<file path="src/rtl/pipe_ctrl_pkg.sv">
// Shared types and constants for the pipeline hazard controller.
// Imported by pipeline_hazard_ctrl and load_use_detect.
package pipe_ctrl_pkg;

  localparam int REG_ADDR_W = 5;
  localparam int WAIT_CNT_W = 8;
  localparam logic [31:0] NOP_INST = 32'h0000_0000;

  typedef enum logic {
    RUN       = 1'b0,
    DMEM_WAIT = 1'b1
  } ctrl_state_e;

endpackage

</file>
<file path="src/rtl/pipeline_hazard_ctrl_load_use_detect.sv">
// Load-use hazard compare: a load in EX whose destination
// feeds either source of the instruction in ID.
import pipe_ctrl_pkg::*;

module load_use_detect (
  input  logic [REG_ADDR_W-1:0] rs1,
  input  logic [REG_ADDR_W-1:0] rs2,
  input  logic [REG_ADDR_W-1:0] rd,
  input  logic                  mem_read,
  output logic                  hazard
);

  logic rd_live;

  // x0 never carries a dependency, so rd==0 is never a hazard
  always_comb begin
    rd_live = (rd != '0);
    hazard  = mem_read && rd_live &&
              ((rd == rs1) || (rd == rs2));
  end

endmodule

</file>
<file path="src/rtl/pipeline_hazard_ctrl.sv">
// Stall/flush control for the 5-stage pipeline: memory wait,
// mispredict flush, load-use bubble. PIPE_CTRL_PERF_EN adds counters.
import pipe_ctrl_pkg::*;

module pipeline_hazard_ctrl #(
  parameter int TIMEOUT = 255
) (
  input  logic                  clk,
  input  logic                  reset,
  input  logic [REG_ADDR_W-1:0] IF_ID_rs1,
  input  logic [REG_ADDR_W-1:0] IF_ID_rs2,
  input  logic [REG_ADDR_W-1:0] ID_EX_rd,
  input  logic                  ID_EX_mem_read,
  input  logic                  ex_mispredict,
  input  logic                  dmem_req,
  input  logic                  dmem_ready,
  output logic                  pc_hold,
  output logic                  EX_MEM_stall,
  output logic                  IF_ID_hold,
  output logic                  ID_EX_bubble,
  output logic                  EX_flush,
  output logic                  mem_err,
  output logic [31:0]           stall_cycles,
  output logic [31:0]           flush_count
);

  localparam logic [WAIT_CNT_W-1:0] LAST_WAIT =
    WAIT_CNT_W'(TIMEOUT - 1);

  ctrl_state_e           state_q, state_d;
  logic [WAIT_CNT_W-1:0] cnt_q, cnt_d;
  logic                  pend_q, pend_d;
  logic                  err_set;
  logic                  lu_hazard;
  logic                  stall_c, hold_c, ifid_c;
  logic                  bubble_c, flush_c;

  load_use_detect u_lud (
    .rs1      (IF_ID_rs1),
    .rs2      (IF_ID_rs2),
    .rd       (ID_EX_rd),
    .mem_read (ID_EX_mem_read),
    .hazard   (lu_hazard)
  );

  // Next state and raw controls; memory stall wins, then flush, then load-use
  always_comb begin
    state_d  = state_q;
    cnt_d    = cnt_q;
    pend_d   = pend_q;
    err_set  = 1'b0;
    stall_c  = 1'b0;
    hold_c   = 1'b0;
    ifid_c   = 1'b0;
    bubble_c = 1'b0;
    flush_c  = 1'b0;
    unique case (state_q)
      RUN: begin
        if (dmem_req && !dmem_ready) begin
          stall_c = 1'b1;
          hold_c  = 1'b1;
          state_d = DMEM_WAIT;
          cnt_d   = '0;
          pend_d  = pend_q || ex_mispredict;
        end else if (ex_mispredict || pend_q) begin
          flush_c  = 1'b1;
          bubble_c = 1'b1;
          pend_d   = 1'b0;
        end else if (lu_hazard) begin
          hold_c   = 1'b1;
          ifid_c   = 1'b1;
          bubble_c = 1'b1;
        end
      end
      DMEM_WAIT: begin
        pend_d = pend_q || ex_mispredict;
        if (dmem_ready) begin
          state_d = RUN;
        end else if (cnt_q == LAST_WAIT) begin
          state_d = RUN;
          err_set = 1'b1;
        end else begin
          stall_c = 1'b1;
          hold_c  = 1'b1;
          cnt_d   = cnt_q + 1'b1;
        end
      end
    endcase
  end

  // Controls forced low while reset is held
  always_comb begin
    pc_hold      = hold_c   && !reset;
    EX_MEM_stall = stall_c  && !reset;
    IF_ID_hold   = ifid_c   && !reset;
    ID_EX_bubble = bubble_c && !reset;
    EX_flush     = flush_c  && !reset;
  end

  // FSM, wait counter, deferred flush and sticky error
  always_ff @(posedge clk or posedge reset) begin
    if (reset) begin
      state_q <= RUN;
      cnt_q   <= '0;
      pend_q  <= 1'b0;
      mem_err <= 1'b0;
    end else begin
      state_q <= state_d;
      cnt_q   <= cnt_d;
      pend_q  <= pend_d;
      if (err_set) mem_err <= 1'b1;
    end
  end

`ifdef PIPE_CTRL_PERF_EN
  // Cycle counts of PC hold and flush; wrap naturally at 2^32
  always_ff @(posedge clk or posedge reset) begin
    if (reset) begin
      stall_cycles <= '0;
      flush_count  <= '0;
    end else begin
      if (pc_hold)  stall_cycles <= stall_cycles + 32'd1;
      if (EX_flush) flush_count  <= flush_count + 32'd1;
    end
  end
`else
  // Counters not built
  always_comb begin
    stall_cycles = '0;
    flush_count  = '0;
  end
`endif

endmodule

</file>
<file path="config.mk">
export PLATFORM = sky130hd
export DESIGN_NAME = pipeline_hazard_ctrl
export DESIGN_NICKNAME = d
export VERILOG_FILES = /design/src/rtl/pipe_ctrl_pkg.sv /design/src/rtl/pipeline_hazard_ctrl_load_use_detect.sv /design/src/rtl/pipeline_hazard_ctrl.sv
export SDC_FILE = /design/constraint.sdc
export NUM_CORES = 1
export LEC_CHECK = 0
export CELL_PAD_IN_SITES_DETAIL_PLACEMENT = 0
export CELL_PAD_IN_SITES_GLOBAL_PLACEMENT = 2
export CORE_MARGIN = 5
export CORE_UTILIZATION = 16
export CTS_CLUSTER_DIAMETER = 120
export CTS_CLUSTER_SIZE = 40
export DETAILED_ROUTE_END_ITERATION = 10
export GPL_ROUTABILITY_DRIVEN = 0
export HOLD_SLACK_MARGIN = 0.15
export PLACE_DENSITY = 0.77
export SLEW_MARGIN = 20
export SYNTH_ARGS = -nofsm -noshare
export SYNTH_HDL_FRONTEND = slang
export SYNTH_SLANG_ARGS = --single-unit
</file>
<file path="constraint.sdc">
create_clock -name clk -period 1.5 [get_ports clk]
set_input_delay 0.375 -clock clk [delete_from_list [all_inputs] [get_ports clk]]
set_output_delay 0.375 -clock clk [all_outputs]
set_load 0.005 [all_outputs]
</file>
# ---- Word-level counts from Yosys, hierarchy flattened
# Index checks and enable logic that the tools add are counted.
# Widths: inputs -> output; s select.
dict set report word_totals {
  inputBits 21
  wordCells 53
  out_inout_bits 70
  regBits 11
}
dict set report op_classes {
  muxes 26
  n_eq_ne 7
  addsub 1
  reduce_logical 14
  bitwise 1
}
# cell n
set ops {}
lappend ops {{$mux 8} 3}
lappend ops {{$mux 1} 19}
lappend ops {{$pmux 8 s2} 1}
lappend ops {{$eq 5x5->1} 2}
lappend ops {{$add 8x1->8 const B} 1}
lappend ops {{$eq 8x8->1 const B} 1}
lappend ops {{$logic_and 1x1->1} 8}
lappend ops {{$ne 2x2->1 const B} 3}
lappend ops {{$pmux 1 s2} 3}
lappend ops {{$reduce_bool 5->1} 1}
lappend ops {{$ne 3x3->1 const B} 1}
lappend ops {{$reduce_and 3->1} 1}
lappend ops {{$logic_not 1->1} 2}
lappend ops {{$logic_or 1x1->1} 2}
lappend ops {{$not 1->1} 1}

# ---- Logic depth before layout (Yosys ltp)
dict set report depth {
  ltp_word 8
  mapped_depth 6
  mapped_depth_nobuf 6
}

# ---- Hierarchy
# A second synthesis with hierarchy kept.
dict set report unflattened {
  hier_cells 156
  area_unflattened_um2 1296.2
}
# mod seq_area_each_um2 cells_per_inst area_each_um2 instances
set by_module_without_submodules {}
lappend by_module_without_submodules {pipeline_hazard_ctrl 275.3 139 1171.1 1}
lappend by_module_without_submodules {load_use_detect 0.0 17 125.1 1}

# ---- Worst setup path before layout
# No wires, ideal clock.
dict set report synth_timing {
  path_type {register to output}
  from {register cnt_q[0]}
  to {output pc_hold}
  t_required_ns 1.125
  path_buffers 0
  arrival_ns 1.328
  path_slack_ns -0.203
  stages_incl_launch_ff 7
  cell_sequence {dfrtp_1 -> inv_1 -> ha_1 -> nand3_1 -> nor2_1 -> o21a_1 -> o31ai_1}
}
dict set report synth_via {
  elab_chain_cells 5
}
# element line
set synth_lines {}
lappend synth_lines {{from (decl)} pipeline_hazard_ctrl.sv:31} ;# logic [WAIT_CNT_W-1:0] cnt_q, cnt_d;
lappend synth_lines {{from (signal assigned)} pipeline_hazard_ctrl.sv:109} ;# cnt_q <= cnt_d;
lappend synth_lines {{$eq 8x8->1} pipeline_hazard_ctrl.sv:79} ;# end else if (cnt_q == LAST_WAIT) begin
lappend synth_lines {{$mux 1} pipeline_hazard_ctrl.sv:79}
lappend synth_lines {{$mux 1} pipeline_hazard_ctrl.sv:77} ;# if (dmem_ready) begin
lappend synth_lines {{$pmux 1 s2} pipeline_hazard_ctrl.sv:57} ;# unique case (state_q)
lappend synth_lines {{$logic_and 1x1->1} pipeline_hazard_ctrl.sv:93} ;# pc_hold = hold_c && !reset;
lappend synth_lines {{to (decl)} pipeline_hazard_ctrl.sv:17} ;# output logic pc_hold,
# No other way between the ends.

# ---- Worst setup path after layout
dict set report layout_timing {
  from {register cnt_q[1]}
  to {output pc_hold}
}
# The elaborated chain is that of the path after synthesis.

==> impl_metrics.csv <==
group,metric,value,unit
route,drt_first_pass_iters,4,
critical_path,end_kind,"primary output",
hold_path,hp-start,"mem_err$_DFFE_PP0P_",
clock_network,postCtsHoldBufs,0,
die,pin_count,91,
grt,grt-ovfl-total,0,
critical_path,crit_path_top_delay_cell,"dfrtp_1",
critical_path,critPathMaxFanout,2,
yosys,ys_ff_latch,11,
pwr,internal_power,0.695,mW
sta,grt_setup_unrepaired,"yes",
finish,fin_nets,233,
critical_path,reg2reg_from,"cnt_q[1]$_DFFE_PP0P_",
clock_network,cts_buffers,3,
pwr,p_switching,0.330,mW
die,initial_core_util,0.162,
route,ant_nets,0,
route,routedWlPerCell,9.35,um
critical_path,crit_chain,"ha_4 > nand3_4 > buf_6 > nor2_2 > o21a_1 > o31ai_2 > buf_2",
clock_network,max-clock-path-buffers,2,
placed_design,port_buffers,26,
critical_path,rr_endpoint,"cnt_q[2]$_DFFE_PP0P_",
clock_network,ctsRootBufferMaster,"clkbuf_8",
placed_design,dpl.hpwl,2.39,mm
pwr,switching_share,0.322,
sta,timing.final.ws_setup,-0.434,ns
critical_path,regToRegSetupSlack,-0.13,ns
pwr,total_power,1.02,mW
placed_design,dp.cells,296,
finish,diodes,0,
yosys,syn_area,1240,um^2
flow_run,maxCapViolations,0,
pwr,p_leak,0.926,nW
hold_path,holdPathStages,1,
hold_path,hold_path_end,"mem_err$_DFFE_PP0P_",
sta,final.period_utilization,1.29,
clock_network,cts_tree,"built",
clock_network,path_clk_slew,0.06,ns
critical_path,cp.arrival,1.56,ns
sta,fin_crit,1.93,ns
critical_path,start_kind,"flop",
die,row_count,32,
critical_path,max_stage_delay,0.41,ns
yosys,synth.distinct_cells,34,
clock_network,worst_skew_pair.late_latency,0.25,ns
grt,grtUsageTotal,0.0548,
die,die_width,98.1,um
route,vias,996,
sta,hold_viol,0,
route,routed_via_density,3.20,
yosys,synth_seq_area_share,0.222,
sta,worst_clock_skew,0.00767,ns
sta,finalSetupViolations,10,
sta,timing.hold.ws,0.482,ns
die,core_area,7650,um^2
finish,drive_above_1_share,0.349,
critical_path,worstRegToRegCells,8,
route,drc_errors,0,
pwr,cellPowerDensity,576,nW/um^2
route,routed_wl,2.91,mm
grt,grt_pass1_vias,928,
die,die_h,98.1,um
finish,area_growth_syn_to_layout,43.3,%
yosys,synth_cells,145,
finish,fin_cells,311,
clock_network,clock_sinks,11,
run_status,violations,"setup timing",
grt,grt_start_max_net_pins,12,
die,die_area,9620,um^2
hold_path,hold_path_class,"reg -> reg",
pwr,ir_worst_vdd,0.000277,V
sta,slew_violations,0,
grt,antenna_found_initial,0,
pwr,power_frac_comb,0.365,
finish,utilization,0.233,
pwr,pwr-share-seq,0.330,
critical_path,required,1.12,ns
yosys,syn_avg_cell_area,8.56,um^2
yosys,yosysWarnings,0,
sta,fmax,0.517,GHz
pwr,clkPwrFrac,0.305,
clock_network,htreeDepth,1,
critical_path,critical_path_class,"reg -> out",
route,drt_iter0_drc,8,
grt,grt_pass1_wl,4.27,mm
run_status,status,"finished, violations left",
## critical path: cells and delay by family (launching register included)
family / cells / cell delay [ns]
flops: 1 / 0.41
compound gates: 2 / 0.36
buf+inv: 2 / 0.25
fa+ha+maj: 1 / 0.19
simple gates: 2 / 0.10
## sequential cells by signal, indices dropped and copies added, names as in the netlist
register and count:
cnt_q 8, mem_err 1, pend_q 1, state_q 1
## cells in the final DEF, fill, tap and decap left out, types with 3 or more instances in the layout
master / instances
conb_1: 64
buf_4: 33
dlygate4sd2_1: 14
xor2_1: 13
dfrtp_1: 11
nor2_1: 7
buf_2: 6
buf_6: 4
clkbuf_8: 3
## how the worst max path moves through the flow
stage | startpoint | to | slack, ns | cells past startpoint
2_1_floorplan | cnt_q[0]$_DFFE_PP0P_ | pc_hold | -0.06 | 6
3_3_place_gp | ID_EX_rd[3] | pc_hold | -1.11 | 6
3_5_place_dp | ID_EX_rd[3] | pc_hold | -1.11 | 6
4_1_cts | cnt_q[0]$_DFFE_PP0P_ | pc_hold | -0.50 | 8
5_1_grt | cnt_q[0]$_DFFE_PP0P_ | pc_hold | -0.51 | 8
6_report | cnt_q[1]$_DFFE_PP0P_ | pc_hold | -0.43 | 7
## cell type report
type	instances	area, um^2
timing repair buffer	61	498
inverter	4	15.0
clock inverter	1	5.00
clock buffer	3	41.3
sequential	11	275
multi-input combinational	129	817
tap	102	128
fill	838	5870
## power by group through the flow
stage	Combinational (mW)	Sequential [mW]	Clock, mW
global route	0.415	0.340	0.337
CTS	0.341	0.333	0.320
detailed placement	0.316	0.338	0
floorplan	0.258	0.345	0
global placement	0.310	0.336	0
finish	0.375	0.338	0.312
## layer usage
layer	track usage	up-vias	wire length, um
met5	0	-	0
met4	0.00958	0	0
met3	0.0250	0	302
met2	0.0995	49	1580
met1	0.0588	462	1030
li1	-	485	-
## Yosys cell counts
cell | n | area (um^2)
and4_1 | 1 | 8.76
conb_1 | 1 | 3.75
or4_1 | 1 | 7.51
a21oi_1 | 2 | 10.0
nand4bb_1 | 1 | 11.3
nand3_1 | 2 | 10.0
nor4_1 | 1 | 6.26
xor2_1 | 13 | 114
buf_4 | 64 | 480
o31ai_1 | 1 | 7.51
mux2_2 | 1 | 11.3
a22oi_1 | 1 | 7.51
ha_1 | 2 | 25.0
o21bai_1 | 1 | 7.51
o21ai_2 | 2 | 17.5
o211ai_2 | 1 | 12.5
nor3_1 | 2 | 10.0
o21ai_0 | 4 | 20.0
a21o_1 | 1 | 7.51
inv_1 | 4 | 15.0
mux2i_1 | 2 | 20.0
dfrtp_1 | 11 | 275
o211ai_1 | 2 | 15.0
nand4_1 | 2 | 12.5
or3_1 | 2 | 12.5
nor3b_1 | 1 | 7.51
nand2b_1 | 1 | 6.26
and4b_1 | 1 | 10.0
and2b_1 | 2 | 15.0
nor2b_1 | 2 | 12.5
nor2_1 | 9 | 33.8
o2111ai_1 | 1 | 8.76
o21a_1 | 2 | 15.0
nand2_1 | 1 | 3.75
## per-stage QoR
step                      area (um^2)  worst slack (ns)  setup TNS (ns)
final                            1780            -0.434           -1.95
after global routing             1780            -0.507           -2.66
after CTS                        1700            -0.505           -2.20
after detailed placement         1580             -1.11           -7.82
after global placement           1580             -1.11           -7.89
after floorplan                  1500           -0.0648          -0.179
## cells by family (layout without fill, tap and decap cells)
| family | Yosys count | count (layout) | synth area share |
|---|---|---|---|
| buf+inv | 68 | 69 | 0.399 |
| simple gates | 29 | 29 | 0.135 |
| compound gates | 18 | 18 | 0.104 |
| xor+xnor | 13 | 13 | 0.0917 |
| flops | 11 | 11 | 0.222 |
| mux | 3 | 3 | 0.0252 |
| fa+ha+maj | 2 | 2 | 0.0202 |
| other cells | 1 | 64 | 0.00302 |
## repair_timing
action,in CTS,in global routing
endpoints found under the setup margin,11,11
cloned,0,0
pin swaps,21,10
buffers inserted,8,4
resized for setup,75,14
(Power assumes the default switching activity.)
